**src/rtl/rs_enc_frame_ctrl_if.sv**
```systemverilog
// Valid/ready symbol stream used on the input and output sides of the RS(255,223) frame controller.
interface rs_enc_frame_ctrl_if #(
    parameter int W = 8
);
    logic [W-1:0] data;
    logic         valid;
    logic         ready;

    modport master (output data, output valid, input ready);
    modport slave  (input data, input valid, output ready);
endinterface

```
**src/rtl/rs_enc_frame_ctrl.sv**
```systemverilog
// Frame sequencer for the RS(255,223) LFSR encoder core: K data beats in, N symbols out.
// Optional statistics counters (frame_cnt, abort_cnt) are built when RS_ENC_STATS_EN is defined.
module rs_enc_frame_ctrl #(
    parameter int N = 255,
    parameter int K = 223,
    parameter int W = 8
) (
    input  logic                  clk,
    input  logic                  rst,
    rs_enc_frame_ctrl_if.slave    s,
    rs_enc_frame_ctrl_if.master   m,
    input  logic                  abort,
    output logic                  m_first,
    output logic                  m_last,
    output logic [W-1:0]          enc_data,
    output logic                  enc_fb_en,
    output logic                  enc_shift,
    output logic                  enc_clear,
    input  logic [W-1:0]          enc_parity,
    output logic                  busy
`ifdef RS_ENC_STATS_EN
    ,
    output logic [15:0]           frame_cnt,
    output logic [7:0]            abort_cnt
`endif
);
    localparam int         NPAR      = N - K;
    localparam logic [7:0] DATA_LAST = 8'(K - 1);
    localparam logic [7:0] PAR_LAST  = 8'(NPAR - 1);

    typedef enum logic [1:0] {IDLE, DATA, PARITY} state_t;

    state_t     state;
    logic [7:0] sym_cnt;
    logic       out_free;
    logic       accept;
    logic       par_load;

    assign out_free  = !m.valid | m.ready;
    assign s.ready   = (state != PARITY) & out_free & !abort;
    assign accept    = s.valid & s.ready;
    assign par_load  = (state == PARITY) & out_free & !abort;
    assign enc_shift = accept | par_load;
    assign enc_fb_en = (state != PARITY);
    assign enc_clear = abort;
    assign enc_data  = s.data;
    assign busy      = (state != IDLE);

    // Parity beats drain the core with zero feedback, leaving it cleared for the next frame.
    always_ff @(posedge clk or posedge rst) begin
        if (rst) begin
            state   <= IDLE;
            sym_cnt <= '0;
            m.valid <= 1'b0;
            m.data  <= '0;
            m_first <= 1'b0;
            m_last  <= 1'b0;
        end else if (abort) begin
            state   <= IDLE;
            sym_cnt <= '0;
            m.valid <= 1'b0;
            m_first <= 1'b0;
            m_last  <= 1'b0;
        end else if (state == PARITY) begin
            if (out_free) begin
                m.data  <= enc_parity;
                m.valid <= 1'b1;
                m_first <= 1'b0;
                m_last  <= (sym_cnt == PAR_LAST);
                if (sym_cnt == PAR_LAST) begin
                    state   <= IDLE;
                    sym_cnt <= '0;
                end else begin
                    sym_cnt <= sym_cnt + 8'd1;
                end
            end
        end else if (accept) begin
            m.data  <= s.data;
            m.valid <= 1'b1;
            m_first <= (state == IDLE);
            m_last  <= 1'b0;
            if (state == IDLE) begin
                state   <= DATA;
                sym_cnt <= 8'd1;
            end else if (sym_cnt == DATA_LAST) begin
                state   <= PARITY;
                sym_cnt <= '0;
            end else begin
                sym_cnt <= sym_cnt + 8'd1;
            end
        end else if (m.ready) begin
            m.valid <= 1'b0;
        end
    end

`ifdef RS_ENC_STATS_EN
    // A frame is counted once its last parity beat has been taken downstream.
    always_ff @(posedge clk or posedge rst) begin
        if (rst) begin
            frame_cnt <= '0;
            abort_cnt <= '0;
        end else begin
            if (m.valid && m.ready && m_last) begin
                frame_cnt <= frame_cnt + 16'd1;
            end
            if (abort && (abort_cnt != 8'hFF)) begin
                abort_cnt <= abort_cnt + 8'd1;
            end
        end
    end
`endif

endmodule
```
**src/flat_wrapper.sv**
```systemverilog
// flat-port wrapper written by rule: the top's interface ports become plain ports
module rs_enc_frame_ctrl_flat 
#(
    parameter int N = 255,
    parameter int K = 223,
    parameter int W = 8
)
  (clk, rst, abort, m_first, m_last, enc_data, enc_fb_en, enc_shift, enc_clear, enc_parity, busy, s_data, s_valid, s_ready, m_data, m_valid, m_ready);
  rs_enc_frame_ctrl_if #(.W(W)) s_i ();
  rs_enc_frame_ctrl_if #(.W(W)) m_i ();
  input  logic clk;
  input  logic rst;
  input  logic abort;
  output logic m_first;
  output logic m_last;
  output logic [W-1:0] enc_data;
  output logic enc_fb_en;
  output logic enc_shift;
  output logic enc_clear;
  input  logic [W-1:0] enc_parity;
  output logic busy;
  input wire logic [$bits(s_i.data)-1:0] s_data;
  input wire logic [$bits(s_i.valid)-1:0] s_valid;
  output wire logic [$bits(s_i.ready)-1:0] s_ready;
  output wire logic [$bits(m_i.data)-1:0] m_data;
  output wire logic [$bits(m_i.valid)-1:0] m_valid;
  input wire logic [$bits(m_i.ready)-1:0] m_ready;
  assign s_i.data = s_data;
  assign s_i.valid = s_valid;
  assign s_ready = s_i.ready;
  assign m_data = m_i.data;
  assign m_valid = m_i.valid;
  assign m_i.ready = m_ready;
  rs_enc_frame_ctrl #(.N(N), .K(K), .W(W)) u_core (.clk(clk), .rst(rst), .s(s_i), .m(m_i), .abort(abort), .m_first(m_first), .m_last(m_last), .enc_data(enc_data), .enc_fb_en(enc_fb_en), .enc_shift(enc_shift), .enc_clear(enc_clear), .enc_parity(enc_parity), .busy(busy));
endmodule
```
**config.mk**
```make
export PLATFORM = sky130hd
export DESIGN_NAME = rs_enc_frame_ctrl_flat
export DESIGN_NICKNAME = d
export VERILOG_FILES = /design/src/rtl/rs_enc_frame_ctrl_if.sv /design/src/rtl/rs_enc_frame_ctrl.sv /design/src/flat_wrapper.sv
export SDC_FILE = /design/constraint.sdc
export NUM_CORES = 1
export LEC_CHECK = 0
export CORE_MARGIN = 2
export CORE_UTILIZATION = 48
export DETAILED_ROUTE_END_ITERATION = 16
export DONT_BUFFER_PORTS = 1
export PLACE_DENSITY = 0.63
export SLEW_MARGIN = 25
export SYNTH_ARGS = -nofsm -noshare
export SYNTH_HDL_FRONTEND = slang
export SYNTH_SLANG_ARGS = --single-unit
```
**constraint.sdc**
```tcl
create_clock -name clk -period 2.31 [get_ports clk]
set_input_delay 0.693 -clock clk [delete_from_list [all_inputs] [get_ports clk]]
set_output_delay 0.693 -clock clk [all_outputs]
set_load 0.03 [all_outputs]
```
# After elaboration in Yosys (flattened, before gate mapping)
# Cells that the tools add are included.
[word_totals]
register_bits = 21
ram_bits = 0
in_bits = 21
out_inout_bits = 24
mem_bits_ro = 0
latchBits = 0
wordCells = 64
n_memories = 0
[classes]
div = 0
shift = 0
mul = 0
add_sub_neg = 1
n_lt_le_gt_ge = 0
reduce_logical = 12
n_eq_ne = 7
bitwise = 8
mux = 30
[ops]
columns = ["cell", "n"]
rows = [
  ["$mux W8", 10],
  ["$mux W2", 7],
  ["$mux W1", 13],
  ["$add A8 B1 Y8 const B", 1],
  ["$eq A8 B5 Y1 const B", 1],
  ["$eq A8 B8 Y1 const B", 1],
  ["$reduce_bool A4 Y1", 2],
  ["$and A1 B1 Y1", 5],
  ["$reduce_and A2 Y1", 2],
  ["$reduce_and A4 Y1", 1],
  ["$reduce_bool A2 Y1", 2],
  ["$ne A3 B2 Y1 const B", 1],
  ["$ne A3 B3 Y1 const B", 1],
  ["$reduce_and A3 Y1", 1],
  ["$reduce_bool A3 Y1", 1],
  ["$eq A2 B2 Y1 const B", 1],
  ["$logic_not A1 Y1", 2],
  ["$logic_not A2 Y1", 1],
  ["$ne A2 B1 Y1 const B", 1],
  ["$ne A2 B2 Y1 const B", 1],
  ["$or A1 B1 Y1", 2],
  ["$not A1 Y1", 1],
]

# Depth between registers and ports, before layout
# Gate-level depths: netlist of the first run.
[logic_depth]
ltp_word = 8
mapped_depth = 6

# Least setup slack after synthesis of the first run
# Ideal clock, no wire load.
[synth_timing]
kind = "input port to output port"
startpoint = "input port m_ready"
endpoint = "output port enc_shift"
path_slack_ns = 0.340
path_stages = 4
arrival_time_ns = 1.277
required_ns = 1.617
path_buffers = 1
cell_sequence = "nand2b_1 > o211ai_2 > buf_2 > inv_2"
[synth_between]
elab_chain_cells = 5
[synth_rtl]
columns = ["item", "line_no", "source"]
rows = [
  ["start, declared", "flat_wrapper.sv:27", "input wire logic [$bits(m_i.ready)-1:0] m_ready;"],
  ["$or A1 B1 Y1 (*)", "rs_enc_frame_ctrl.sv:39", "assign out_free = !m.valid | m.ready;"],
  ["$and A1 B1 Y1 (2 in a row)", "rs_enc_frame_ctrl.sv:40", "assign s.ready = (state != PARITY) & out_free & !abort;"],
  ["$and A1 B1 Y1", "rs_enc_frame_ctrl.sv:41", "assign accept = s.valid & s.ready;"],
  ["$or A1 B1 Y1 (*)", "rs_enc_frame_ctrl.sv:43", "assign enc_shift = accept | par_load;"],
  ["end, declared", "flat_wrapper.sv:18", "output logic enc_shift;"],
]
# Every way passes the cells marked *; elsewhere a longest branch is shown, timed or not.

# Final worst setup path of the first run
[layout_timing]
startpoint = "register u_core.m.valid"
endpoint = "output port s_ready"
[layout_between]
elab_chain_cells = 4
[layout_rtl]
columns = ["item", "line_no", "source"]
rows = [
  ["start, declared", "rs_enc_frame_ctrl_if.sv:9", "modport master (output data, output valid, input ready);"],
  ["start signal, assigned", "rs_enc_frame_ctrl.sv:54", "m.valid <= 1'b0;"],
  ["start signal, assigned", "rs_enc_frame_ctrl.sv:61", "m.valid <= 1'b0;"],
  ["start signal, assigned", "rs_enc_frame_ctrl.sv:67", "m.valid <= 1'b1;"],
  ["$logic_not A1 Y1", "rs_enc_frame_ctrl.sv:39", ""],
  ["$or A1 B1 Y1", "rs_enc_frame_ctrl.sv:39", ""],
  ["$and A1 B1 Y1 (2 in a row)", "rs_enc_frame_ctrl.sv:40", ""],
  ["end, declared", "flat_wrapper.sv:24", "output wire logic [$bits(s_i.ready)-1:0] s_ready;"],
]
# No other way between the ends.

==> reports/metrics.cfg, run 1 <==
[run_status]
status=completed

[synthesis]
synth_edf_count=0
synthTopCellsByArea=dfrtp_1, mux2i_1, o21ai_1
yosys_warnings=0
netlist_instances=127
post_synth_instance_area_um2=1219
syn_avg_cell_area_um2=9.596
ys_ff_latch=21
synth_area_leader_cell=dfrtp_1
synthTopCellsByCount=dfrtp_1, o21ai_1, nand2_1
synth_flop_cell=dfrtp_1
yosys.area.top_type_share=0.4312
synth.distinct_cells=39
syn_nets=150
synthArstFlopShare=1.000
yosysSeqAreaShare=0.4312
synthMostInstantiatedCell=dfrtp_1

[worst_setup_path]
worstSetupStartpoint=u_core.m.valid
endpoint_kind=output port
path_buf_inv=0
critPathLaunchType=register
cpMaxStageDelayCell=dfrtp_1
r2r_slack_ps=420
required_ps=1620
cp.arrival_ps=1380
crit_path_end=s_ready
crit_fanout=3
path_class=register to output port
reg2reg_to=u_core.sym_cnt[7]
r2r_cells=6
crit_chain=nand2b_1, and3_1
max_stage_delay_ps=520
crit_cells=2
crit_family=simple AND/OR/NAND/NOR gates
r2r_start=u_core.sym_cnt[0]

[timing]
setup_tns_ps=0
tightest_slew_ps=355.3
fin_crit_sh=0.8980
fmax_mhz=482.1
hold_viol_final=0
period_needed_ps=2074
final.setup_skew_ps=8.053
final-setup-viol-count=0
maxSlewHeadroom=0.7598
grt_setup_unrepaired=false
maxSlewViolCount=0

[routing]
wl_per_cell_um=15.99
routed_wl_um=2446
viasPerCell=6.085
drt_iter0_markers=15
vias=931
antenna_left=0
route.detailed.drc=0
drt-pass1-iter-count=4

[clock_network]
clk_path_buf_depth=2
cts_resized=0
clk_latency_ps=310
cts_tree=built
clkTransAtPathRegs_ps=130
holdBufCountCts=0
root_buffer=clkbuf_4
cts_buffers=3
post-cts-setup-buffer-count=0
htree_levels=1
cts.sinks=21

[floorplanning]
pin_count=45
core-area_um2=2432
start_util=0.5010
rows=18
fp.dieH_um=54.39
fp.dieW_um=54.39
die-area_um2=2958

[placed_design]
portBuffers=0
gp_congestion=0.9072
dp_hpwl_um=1801
place_inst=149

[global_route]
grt_pass1_vias=839
grt_first_pass_wirelength_um=3850
grt_max_degree=23
antenna_found_initial=0
grtUsageTotal=0.1891
overflow=0

[cells_and_area]
diodes=0
final_net_count=147
final_layout_size_suffix_gt1_frac=0.1301
syn2layout_area_growth_pct=1.232
fill_cells=238
final_cells=153

[flow_run]
max-cap-violations=0

[min_path]
hold_path_class=input port to asynchronous set/reset pin

[power_and_ir_drop]
vdd_drop_max_mv=0.4375
power_density_nw_per_um2=635.6
leakagePower_nw=0.5300

[through the flow]
step | utilization | total power [W] | hold slack, ps | cell area (um^2) | setup slack (ps)
floorplan | - | 0.0006072 | 483.9 | 1219 | 340.3
global placement | 0.4959 | 0.0006031 | 518.7 | 1206 | 441.4
detailed placement | 0.4959 | 0.0006079 | 523.9 | 1206 | 429.2
CTS | 0.5072 | 0.0007959 | 170.8 | 1234 | 225.7
global route | 0.5072 | 0.0008310 | 175.5 | 1234 | 168.2
finish | 0.5072 | 0.0007841 | 169.8 | 1234 | 235.6
[report_power, final]
group	switching [W]	internal, W
logic	0.0000705	0.0000388
clock network	0.000120	0.0000647
registers	0.0000894	0.000401
[how the worst min path moves through the flow]
stage | startpoint | end | depth (start not counted)
6_report | rst | u_core.m.data[0] | 1
5_1_grt | rst | u_core.m.data[7] | 1
3_5_place_dp | rst | u_core.m.data[2] | 1
2_1_floorplan | u_core.sym_cnt[7] | u_core.sym_cnt[7] | 1
4_1_cts | rst | u_core.m.data[0] | 1
3_3_place_gp | rst | u_core.m.data[2] | 1
[sequential cells by signal (all words and copies together) (netlist names)]
| signal | cells |
|---|---|
| u_core.m.data | 8 |
| u_core.m.valid | 1 |
| u_core.m_first | 1 |
| u_core.m_last | 1 |
| u_core.state | 2 |
| u_core.sym_cnt | 8 |
[logic make-up after synthesis]
| logic type | after synthesis | synth area share |
|---|---|---|
| AND/OR/NAND/NOR | 42 | 0.1982 |
| flip-flops | 21 | 0.4312 |
| adder cells (fa/ha/maj) | 2 | 0.02053 |
| multiplexers | 10 | 0.08214 |
| AO/OA/AOI/OAI | 32 | 0.1746 |
| buffers and inverters | 20 | 0.09343 |
[cells in the final DEF, fill, tap and decap left out, types with 2 or more instances in the layout]
master	synthesis	routed
and4_1	2	2
nand3b_1	3	3
and3_1	4	4
nor2b_1	2	2
nor2_1	2	2
o21ai_1	15	15
dfrtp_1	21	21
inv_2	2	2
inv_1	5	5
nand3_1	5	5
clkbuf_4	0	3
buf_4	9	5
o41ai_1	2	2
mux2i_1	10	10
ha_1	2	2
nand2_1	14	14
nand4_1	2	2
a21oi_1	2	2
[layer usage]
metal	global-route usage	wire, um	vias up
met1	0.2430	1106	445
met5	0	0	-
met4	0.09167	34	0
met2	0.2992	1166	36
li1	-	-	446
met3	0.04372	139	4
[layout make-up]
cell class,instances,area [um^2],area share
multi-input combinational,86,579.3,0.4696
tap,30,37.54,0.03043
clock buffer,3,22.52,0.01826
inverter,7,26.28,0.02130
clock inverter,1,5.005,0.004057
timing repair buffer,5,37.54,0.03043
sequential,21,525.5,0.4260
Power figures use the tool's default switching activity.
==> run 2, diff against run 1 <==
--- a/config.mk
+++ b/config.mk
@@ -5,7 +5,7 @@
 export SDC_FILE = /design/constraint.sdc
 export NUM_CORES = 1
 export LEC_CHECK = 0
-export CORE_MARGIN = 2
+export CORE_MARGIN = 5
 export CORE_UTILIZATION = 48
 export DETAILED_ROUTE_END_ITERATION = 16
 export DONT_BUFFER_PORTS = 1
==> reports/metrics.cfg, run 2 (synthesized netlist as in run 1, its figures left out) <==
[run_status]
status=completed

[clock_network]
cts_buffers=3
holdBufCountCts=0
post-cts-setup-buffer-count=0
htree_levels=1
cts_tree=built
clk_path_buf_depth=2
clkTransAtPathRegs_ps=120
cts_resized=0
cts.sinks=21
clk_latency_ps=300
root_buffer=clkbuf_4

[timing]
hold_viol_final=0
fin_crit_sh=0.8894
setup_tns_ps=0
maxSlewViolCount=0
fmax_mhz=486.7
hold_slack_ps=281.9
final-setup-viol-count=0
period_needed_ps=2054
tightest_slew_ps=375.6
grt_setup_unrepaired=false
maxSlewHeadroom=0.7461
final.setup_skew_ps=1.774

[min_path]
hold_path_class=input port to asynchronous set/reset pin

[placed_design]
portBuffers=0
place_inst=149
dp_hpwl_um=1901
gp_congestion=0.8574

[power_and_ir_drop]
p_int_w=0.0005047
p_sw_w=0.0002736
swShare=0.3516
vdd_drop_max_mv=0.3948
p_clk_frac=0.232
leakagePower_nw=0.5300
pwr-share-seq=0.629
share_comb_of_total_power=0.140
power_density_nw_per_um2=630.9

[floorplanning]
rows=18
start_util=0.4964
die-area_um2=3646
fp.dieW_um=60.39
fp.dieH_um=60.39
pin_count=45
core-area_um2=2455

[worst_setup_path]
path_buf_inv=0
endpoint_kind=output port
critPathLaunchType=register
crit_cells=2
required_ps=1620
r2r_cells=6
crit_chain=nand2b_1, and3_1
crit_family=simple AND/OR/NAND/NOR gates
cp.arrival_ps=1360
path_class=register to output port
max_stage_delay_ps=520
cpMaxStageDelayCell=dfrtp_1
crit_fanout=3

[global_route]
antenna_found_initial=0
grt_pass1_vias=856
overflow=0
grt_first_pass_wirelength_um=4071
grtUsageTotal=0.1494
grt_max_degree=23

[routing]
viasPerCell=5.876
drt_iter0_markers=33
antenna_left=0
route.detailed.drc=0
drt-pass1-iter-count=5
routed_wl_um=2523
vias=899
wl_per_cell_um=16.49

[flow_run]
max-cap-violations=0

[cells_and_area]
mostFrequentLayoutCells=dfrtp_1, o21ai_1, nand2_1
syn2layout_area_growth_pct=1.232
reg_top3=u_core.m.data (8), u_core.sym_cnt (8), u_core.state (2)
final_cells=153
final_net_count=147
diodes=0
final_util=0.5025
final_common_cell=dfrtp_1
final_layout_size_suffix_gt1_frac=0.1301

==> run 2: cell counts in the layout (fill, tap and decap cells not counted) <==
No cell type changed its count.
==> run 2: metal layers <==
metal,vias to the layer above,wire length [um],GRT usage
met5,-,0,0
met2,33,1137,0.2222
met3,2,175,0.04043
li1,445,-,-
met4,0,11,0.03165
met1,419,1198,0.2188
==> run 2: final cells by class <==
class,count,area [um^2]
Multi-Input combinational cell,86,579.3
Tap cell,30,37.54
Clock inverter,1,5.005
Clock buffer,3,22.52
Inverter,7,26.28
Timing Repair Buffer,5,37.54
Sequential cell,21,525.5
Fill cell,217,1221
==> run 2: worst register-to-register path: stages, from the launching register on <==
cell,delay [ps]
dfrtp_1,460
inv_1,70
ha_1,190
and4_1,230
a41oi_2,340
nand2_2,140
o41ai_1,320
==> run 2: power by group through the flow <==
stage / registers (W) / clock network, W / logic, W
after CTS: 0.000490 / 0.000187 / 0.000110
final: 0.000489 / 0.000180 / 0.000109
after detailed placement: 0.000497 / 0 / 0.000110
after global routing: 0.000495 / 0.000198 / 0.000127
after global placement: 0.000497 / 0 / 0.000108
after floorplan: 0.000488 / 0 / 0.000119
==> run 2: path summary, 6_finish.rpt <==
check	from	endpoint	slack, ps
min in group clk	abort	u_core.m.valid	460
worst max register to register	u_core.sym_cnt[0]	u_core.sym_cnt[5]	470
max in group asynchronous	rst	u_core.sym_cnt[7]	1820
worst max-delay path	u_core.m.valid	s_ready	260
worst min-delay path	rst	u_core.m.data[6]	280
worst min register to register	u_core.sym_cnt[7]	u_core.sym_cnt[7]	550
==> run 2: per-stage QoR <==
step,power [W],setup WS [ps],area (um^2)
finish,0.0007783,255.5,1234
global route,0.0008208,196.4,1234
CTS,0.0007880,238.1,1234
detailed placement,0.0006073,427.7,1206
global placement,0.0006051,440.0,1206
floorplan,0.0006072,340.3,1219
==> run 3, diff against run 2 <==
--- a/config.mk
+++ b/config.mk
@@ -9,6 +9,7 @@
 export CORE_UTILIZATION = 48
 export DETAILED_ROUTE_END_ITERATION = 16
 export DONT_BUFFER_PORTS = 1
+export GPL_ROUTABILITY_DRIVEN = 0
 export PLACE_DENSITY = 0.63
 export SLEW_MARGIN = 25
 export SYNTH_ARGS = -nofsm -noshare
==> reports/metrics.cfg, run 3 (synthesized netlist as in run 1, its figures left out) <==
[clock_network]
root_buffer=clkbuf_4
cts_tree=built
cts.sinks=21
cts_resized=0
htree_levels=1
clk_path_buf_depth=2
clkTransAtPathRegs_ps=120
cts_buffers=3
clk_latency_ps=310
post-cts-setup-buffer-count=0
holdBufCountCts=0

[global_route]
grt.met1_usage=0.1954
grtUsageMet3=0.03191
grt_use_met2=0.2253
grt_max_degree=23
grtUsageTotal=0.1444
top_usage_layer=met2
antenna_found_initial=0
grt_pass1_vias=936
grt_first_pass_wirelength_um=3988
overflow=0

[cells_and_area]
syn2layout_area_growth_pct=1.232
reg_top3=u_core.m.data (8), u_core.sym_cnt (8), u_core.state (2)
final_common_cell=dfrtp_1
final_layout_size_suffix_gt1_frac=0.1301
fill_cells=231
final_net_count=147
mostFrequentLayoutCells=dfrtp_1, o21ai_1, nand2_1
final_cell_area_um2=1234
diodes=0
final_cells=153

[power_and_ir_drop]
swShare=0.3489
power_density_nw_per_um2=628.3
p_int_w=0.0005047
pwr-share-seq=0.631
share_comb_of_total_power=0.140
vdd_drop_max_mv=0.3623
p_sw_w=0.0002704
p_clk_frac=0.230
leakagePower_nw=0.5300

[timing]
final-setup-viol-count=0
hold_slack_ps=281.8
setup_ws_ps=232.7
maxSlewViolCount=0
tightest_slew_ps=394.2
hold_viol_final=0
period_needed_ps=2077
grt_setup_unrepaired=false
fin_crit_sh=0.8993
final.setup_skew_ps=7.981
maxSlewHeadroom=0.7335
setup_tns_ps=0
fmax_mhz=481.4

[routing]
drt_iter0_markers=13
antenna_left=0
drt-pass1-iter-count=4
viasPerCell=6.196
wl_per_cell_um=16.00
route.detailed.drc=0
vias=948
routed_wl_um=2448

[placed_design]
place_area_um2=1206
dp_slack_ps=424.5
dp_hpwl_um=1822
portBuffers=0
place_inst=149

[floorplanning]
fp.dieW_um=60.39
rows=18
fp.dieH_um=60.39
core-area_um2=2455
start_util=0.4964
pin_count=45
die-area_um2=3646

[worst_setup_path]
cp.arrival_ps=1380
critPathLaunchType=register
crit_fanout=3
path_class=register to output port
endpoint_kind=output port
worstSetupStartpoint=u_core.m.valid
r2r_start=u_core.sym_cnt[0]
required_ps=1620

[flow_run]
max-cap-violations=0

[min_path]
hold_path_class=input port to asynchronous set/reset pin

[run_status]
status=completed

-- run 3: cell counts in the layout (fill, tap and decap cells not counted) --
No cell type changed its count.
-- run 3: layout make-up --
cell class / count / area (um^2) / share of cell area
inverter: 7 / 26.28 / 0.02130
clock inverter: 1 / 5.005 / 0.004057
sequential: 21 / 525.5 / 0.4260
tap: 30 / 37.54 / 0.03043
timing repair buffer: 5 / 37.54 / 0.03043
clock buffer: 3 / 22.52 / 0.01826
multi-input combinational: 86 / 579.3 / 0.4696
-- run 3: critical path, cell delays in order, from the launching register on --
cell	delay, ps
dfrtp_1	520
nand2b_1	190
and3_1	360
-- run 3: per-layer routing --
metal	up-vias	share of wire
met4	0	0.012
met1	459	0.45
met2	41	0.47
met3	4	0.063
li1	444	-
met5	-	0
-- run 3: through the flow --
step	total power, W	utilization
floorplan	0.0006072	-
finish	0.0007752	0.5025
CTS	0.0007896	0.5025
detailed placement	0.0006063	0.4913
global placement	0.0006026	0.4913
global route	0.0008219	0.5025
-- run 3: path summary, 6_finish.rpt --
kind,endpoint,cells after the start,slack (ps)
min in group clk,u_core.m.valid,1,470
min reg2reg,u_core.sym_cnt[2],1,550
min,u_core.m_last,2,280
max reg2reg,u_core.sym_cnt[7],6,400
max,s_ready,2,230
max in group asynchronous,u_core.sym_cnt[6],2,1810
-- run 3: power groups by stage --
stage | logic [W] | registers, W | clock network (W)
after global placement | 0.000106 | 0.000496 | 0
after detailed placement | 0.000109 | 0.000497 | 0
final | 0.000108 | 0.000489 | 0.000178
after floorplan | 0.000119 | 0.000488 | 0
after global routing | 0.000126 | 0.000494 | 0.000201
after CTS | 0.000110 | 0.000490 | 0.000190
==> variant 1, RTL diff (config.mk and constraints of run 3) <==
`W` is set to 8 in 3 places; all go to 9.
--- a/src/rtl/rs_enc_frame_ctrl_if.sv
+++ b/src/rtl/rs_enc_frame_ctrl_if.sv
@@ -1,6 +1,6 @@
 // Valid/ready symbol stream used on the input and output sides of the RS(255,223) frame controller.
 interface rs_enc_frame_ctrl_if #(
-    parameter int W = 8
+    parameter int W = 9
 );
     logic [W-1:0] data;
     logic         valid;
--- a/src/rtl/rs_enc_frame_ctrl.sv
+++ b/src/rtl/rs_enc_frame_ctrl.sv
@@ -3,7 +3,7 @@
 module rs_enc_frame_ctrl #(
     parameter int N = 255,
     parameter int K = 223,
-    parameter int W = 8
+    parameter int W = 9
 ) (
     input  logic                  clk,
     input  logic                  rst,
--- a/src/flat_wrapper.sv
+++ b/src/flat_wrapper.sv
@@ -3,7 +3,7 @@
 #(
     parameter int N = 255,
     parameter int K = 223,
-    parameter int W = 8
+    parameter int W = 9
 )
   (clk, rst, abort, m_first, m_last, enc_data, enc_fb_en, enc_shift, enc_clear, enc_parity, busy, s_data, s_valid, s_ready, m_data, m_valid, m_ready);
   rs_enc_frame_ctrl_if #(.W(W)) s_i ();
Interface: changed (resized enc_data, enc_parity, m_data and s_data); port bits go from 45 to 49. The function was not compared with the original's and may differ.
==> variant 1 against run 3 <==
Final area up 5.8%. Worst setup slack worse by 0.047 ns. Worst hold slack better by 0.011 ns. Routed wire length about the same. Sequential cell count up 1. Critical endpoint is now enc_shift. Area after synthesis up 2.5%.
Power is not compared: it rests on default switching activity, and its combinational part moved more than twofold at a synthesized area within 25%.
==> variant 1: results <==
export IMPL_outcome="finished, final reports clean"
export IMPL_portBuffers=0
export IMPL_drive_above_1_share_pct=15.0
export IMPL_clk_pin_slew_ns=0.12
export IMPL_synth_compound_area_share_pct=15.5
export IMPL_post_route_min_period_ns=2.12
export IMPL_synthXorXnorAreaFrac_pct=0
export IMPL_clockBufferDepth=2
export IMPL_hold_ws_ns=0.293
export IMPL_crit_path_start="u_core.state[1]$_DFFE_PP0P_"
export IMPL_synth_area_leaders="dfrtp_1 44%, mux2i_1 8.0%, buf_4 6.0%"
export IMPL_synthMuxAreaShare_pct=8.92
export IMPL_grt_usage_pct=13.4
export IMPL_synth_common_cells="22 x dfrtp_1, 20 x nand2_1, 11 x o21ai_0"
export IMPL_irDropWorstVdd_v=0.000753
export IMPL_wire_per_inst_um=15.0
export IMPL_r2r_slack_ns=0.40
export IMPL_largestRegisters="u_core.m.data x9, u_core.sym_cnt x8, u_core.state x2"
export IMPL_clock_root_buffer="clkbuf_4"
export IMPL_firstDrtPassIters=4
export IMPL_finalClockSkew_ns=0.00491
export IMPL_preCtsSetupSlack_ns=0.363
export IMPL_clkLatencyLatePin_ns=0.30
export IMPL_grt_pass1_wl_um=3810
export IMPL_syn_nets=159
export IMPL_avgSynthCellArea_sq_um=9.32
export IMPL_placed_area_sq_mm=0.00124
export IMPL_synthArstFlopShare_pct=100
export IMPL_first_iter_violations=34
export IMPL_max_slew_margin_rel_pct=59.5
export IMPL_antenna_found_initial=0
export IMPL_dpl_hpwl_um=1810
export IMPL_synth_cell_types=34
export IMPL_synth_seq_area_share_pct=44.1
export IMPL_grt_pass1_vias=871
export IMPL_timing_rr_start="u_core.sym_cnt[7]$_DFFE_PP0P_"
export IMPL_synth_fa_ha_area_share_pct=2.00
export IMPL_ys_warn_count=0
export IMPL_n_antenna_cell=0
export IMPL_largest_reg_flops=9
export IMPL_totalWireLength_um=2450
export IMPL_p_leak_nw=0.570
export IMPL_hold_class="in -> async"
export IMPL_cts_inserted_buffers=3
export IMPL_grt_max_degree=23
export IMPL_vias=921
export IMPL_critPathMaxFanout=3
export IMPL_h_tree_depth=1
-- variant 1: power by group --
group          internal (mW)  switching [mW]
combinational          0.171           0.244
sequential             0.480           0.223
clock                 0.0961           0.116
total                  0.748           0.584
-- variant 1: routing by layer --
layer	wire length, um	GRT usage, %	part of all wire [%]
met1	1030	16.0	42
met2	1210	22.3	50
met3	188	4.89	7.7
met4	17	4.64	0.70
met5	0	0	0
-- variant 1: area by class of cell --
class                   instances  area (sq um)
fillers                       217          1170
flip-flops and latches         22           551
multi-input cells              85           553
repair buffers                 11          86.3
inverters                      11          41.3
clock buffers                   4          36.3
well taps                      30          37.5
-- variant 1: worst max-delay path, stage by stage, from the launching register on --
cell      delay (ns)
dfrtp_1         0.41
nor2b_2         0.17
buf_6           0.12
o211ai_1        0.20
inv_1           0.06
buf_4           0.17
-- variant 1: path summary, 6_finish.rpt --
kind / to / cells after the start
setup / recovery: enc_shift / 5
hold / removal: u_core.sym_cnt[2]$_DFFE_PP0P_ / 2
setup reg to reg: u_core.state[1]$_DFFE_PP0P_ / 4
hold reg to reg: u_core.state[1]$_DFFE_PP0P_ / 1
max in group asynchronous: u_core.m.data[7]$_DFFE_PP0P_ / 2
min in group clk: u_core.m.valid$_DFFE_PP0P_ / 1
-- variant 1: kinds of logic (layout without fill, tap and decap cells) --
logic type	count (synthesis)	after routing
AOI/OAI and AO/OA	29	29
adders and majority gates	2	2
buffers and inverters	27	26
DFF	22	22
muxes	11	11
and+or+nand+nor	43	43
-- variant 1: what timing repair did --
| action | CTS | global route |
|---|---|---|
| endpoints found under the setup margin | 0 | 1 |
| setup buffers | 0 | 3 |
| gates resized for setup | 0 | 2 |
| hold buffers | 0 | 0 |
==> variant 2, RTL diff (flow settings as in run 3) <==
Without the edit above. Re-encode `state_t` (3 states) as one-hot, 3 bits wide.
--- a/src/rtl/rs_enc_frame_ctrl.sv
+++ b/src/rtl/rs_enc_frame_ctrl.sv
@@ -28,7 +28,7 @@
     localparam logic [7:0] DATA_LAST = 8'(K - 1);
     localparam logic [7:0] PAR_LAST  = 8'(NPAR - 1);
 
-    typedef enum logic [1:0] {IDLE, DATA, PARITY} state_t;
+    typedef enum logic [2:0] {IDLE = 3'b001, DATA = 3'b010, PARITY = 3'b100} state_t;
 
     state_t     state;
     logic [7:0] sym_cnt;
Function: same outputs for any inputs over 10 cycles, from zero or initial values and one cycle with rst high; not proved beyond that.
==> variant 2 against run 3 <==
Final area is 13% higher. Area after synthesis is 7.4% higher. Routed wire length grew 8.5%. Critical path depth up 3. Clock skew down 0.0040 ns. Sequential power is 10% higher. Sequential share of layout area fell by 2.9 points. Die area increased by 6.2%. Count of clock-buffer cells in the layout did not move. Worst setup slack lost 0.091 ns. Power is 27% higher. Sequential cell count grew 1. Largest cell class unchanged. Largest power group unchanged. Highest routed layer unchanged.
==> variant 2: results <==
export IMPL_first_iter_violations=18
export IMPL_wl_met3_um=160
export IMPL_grtUsageMet2_pct=23.3
export IMPL_grt_pass1_wl_um=4510
export IMPL_worstPathArrival_ns=1.47
export IMPL_crit_path_start="u_core.state[1]$_DFFE_PP0P_"
export IMPL_synth_compound_area_share_pct=17.4
export IMPL_n_sequential_cell=22
export IMPL_outcome="finished, final reports clean"
export IMPL_fillCellCount=248
export IMPL_rr_endpoint="u_core.sym_cnt[4]$_DFFE_PP0P_"
export IMPL_largestRegisters="u_core.m.data x8, u_core.sym_cnt x8, u_core.state x3"
export IMPL_p_leak_nw=0.596
export IMPL_max_stage_delay_ns=0.46
export IMPL_clock_area_share_pct=3.78
export IMPL_multi_input_area_share_pct=45.7
export IMPL_synth_fa_ha_area_share_pct=1.91
export IMPL_multi_input_gates=99
export IMPL_synth_cell_types=37
export IMPL_dpl_hpwl_um=2050
export IMPL_wl_met1_um=1150
export IMPL_synth_area_leaders="dfrtp_1 40%, mux2i_1 7.6%, o21ai_0 6.1%"
export IMPL_avgSynthCellArea_sq_um=9.09
export IMPL_vias_per_cell=5.83
export IMPL_synth_common_cells="21 x dfrtp_1, 19 x nand2_1, 16 x o21ai_0"
export IMPL_inverters_excl_clock=10
export IMPL_fin_nets=169
## variant 2: changes by cell type after synthesis, sizes merged, moves of 2 or more
cell / delta
a21oi: +7
nand2: +4
buf: -3
clkbuf: +3
inv: +3
nor2b: -3
nor3b: +3
a311oi: +2
nand3b: -2
nor2: +2
o31ai: +2
## variant 2: power by group through the flow
stage	sequential (mW)	clock, mW	combinational (mW)
2_1_floorplan	0.536	0	0.135
3_3_place_gp	0.547	0	0.146
3_5_place_dp	0.548	0	0.150
4_1_cts	0.541	0.303	0.150
5_1_grt	0.545	0.322	0.169
6_report	0.539	0.295	0.147
## variant 2: worst max-delay path: cells and delay by family, from the launching register on
kind                   cells  cell delay (ns)
buffers and inverters      2             0.26
flip-flops                 1             0.46
AND/OR/NAND/NOR            3             0.44
## variant 2: cells by family (layout without fill, tap and decap cells)
family                     after synthesis  in the layout
muxes                                   11             11
adders and majority gates                2              2
DFF                                     22             22
buffers and inverters                   23             24
and+or+nand+nor                         49             49
AOI/OAI and AO/OA                       37             37
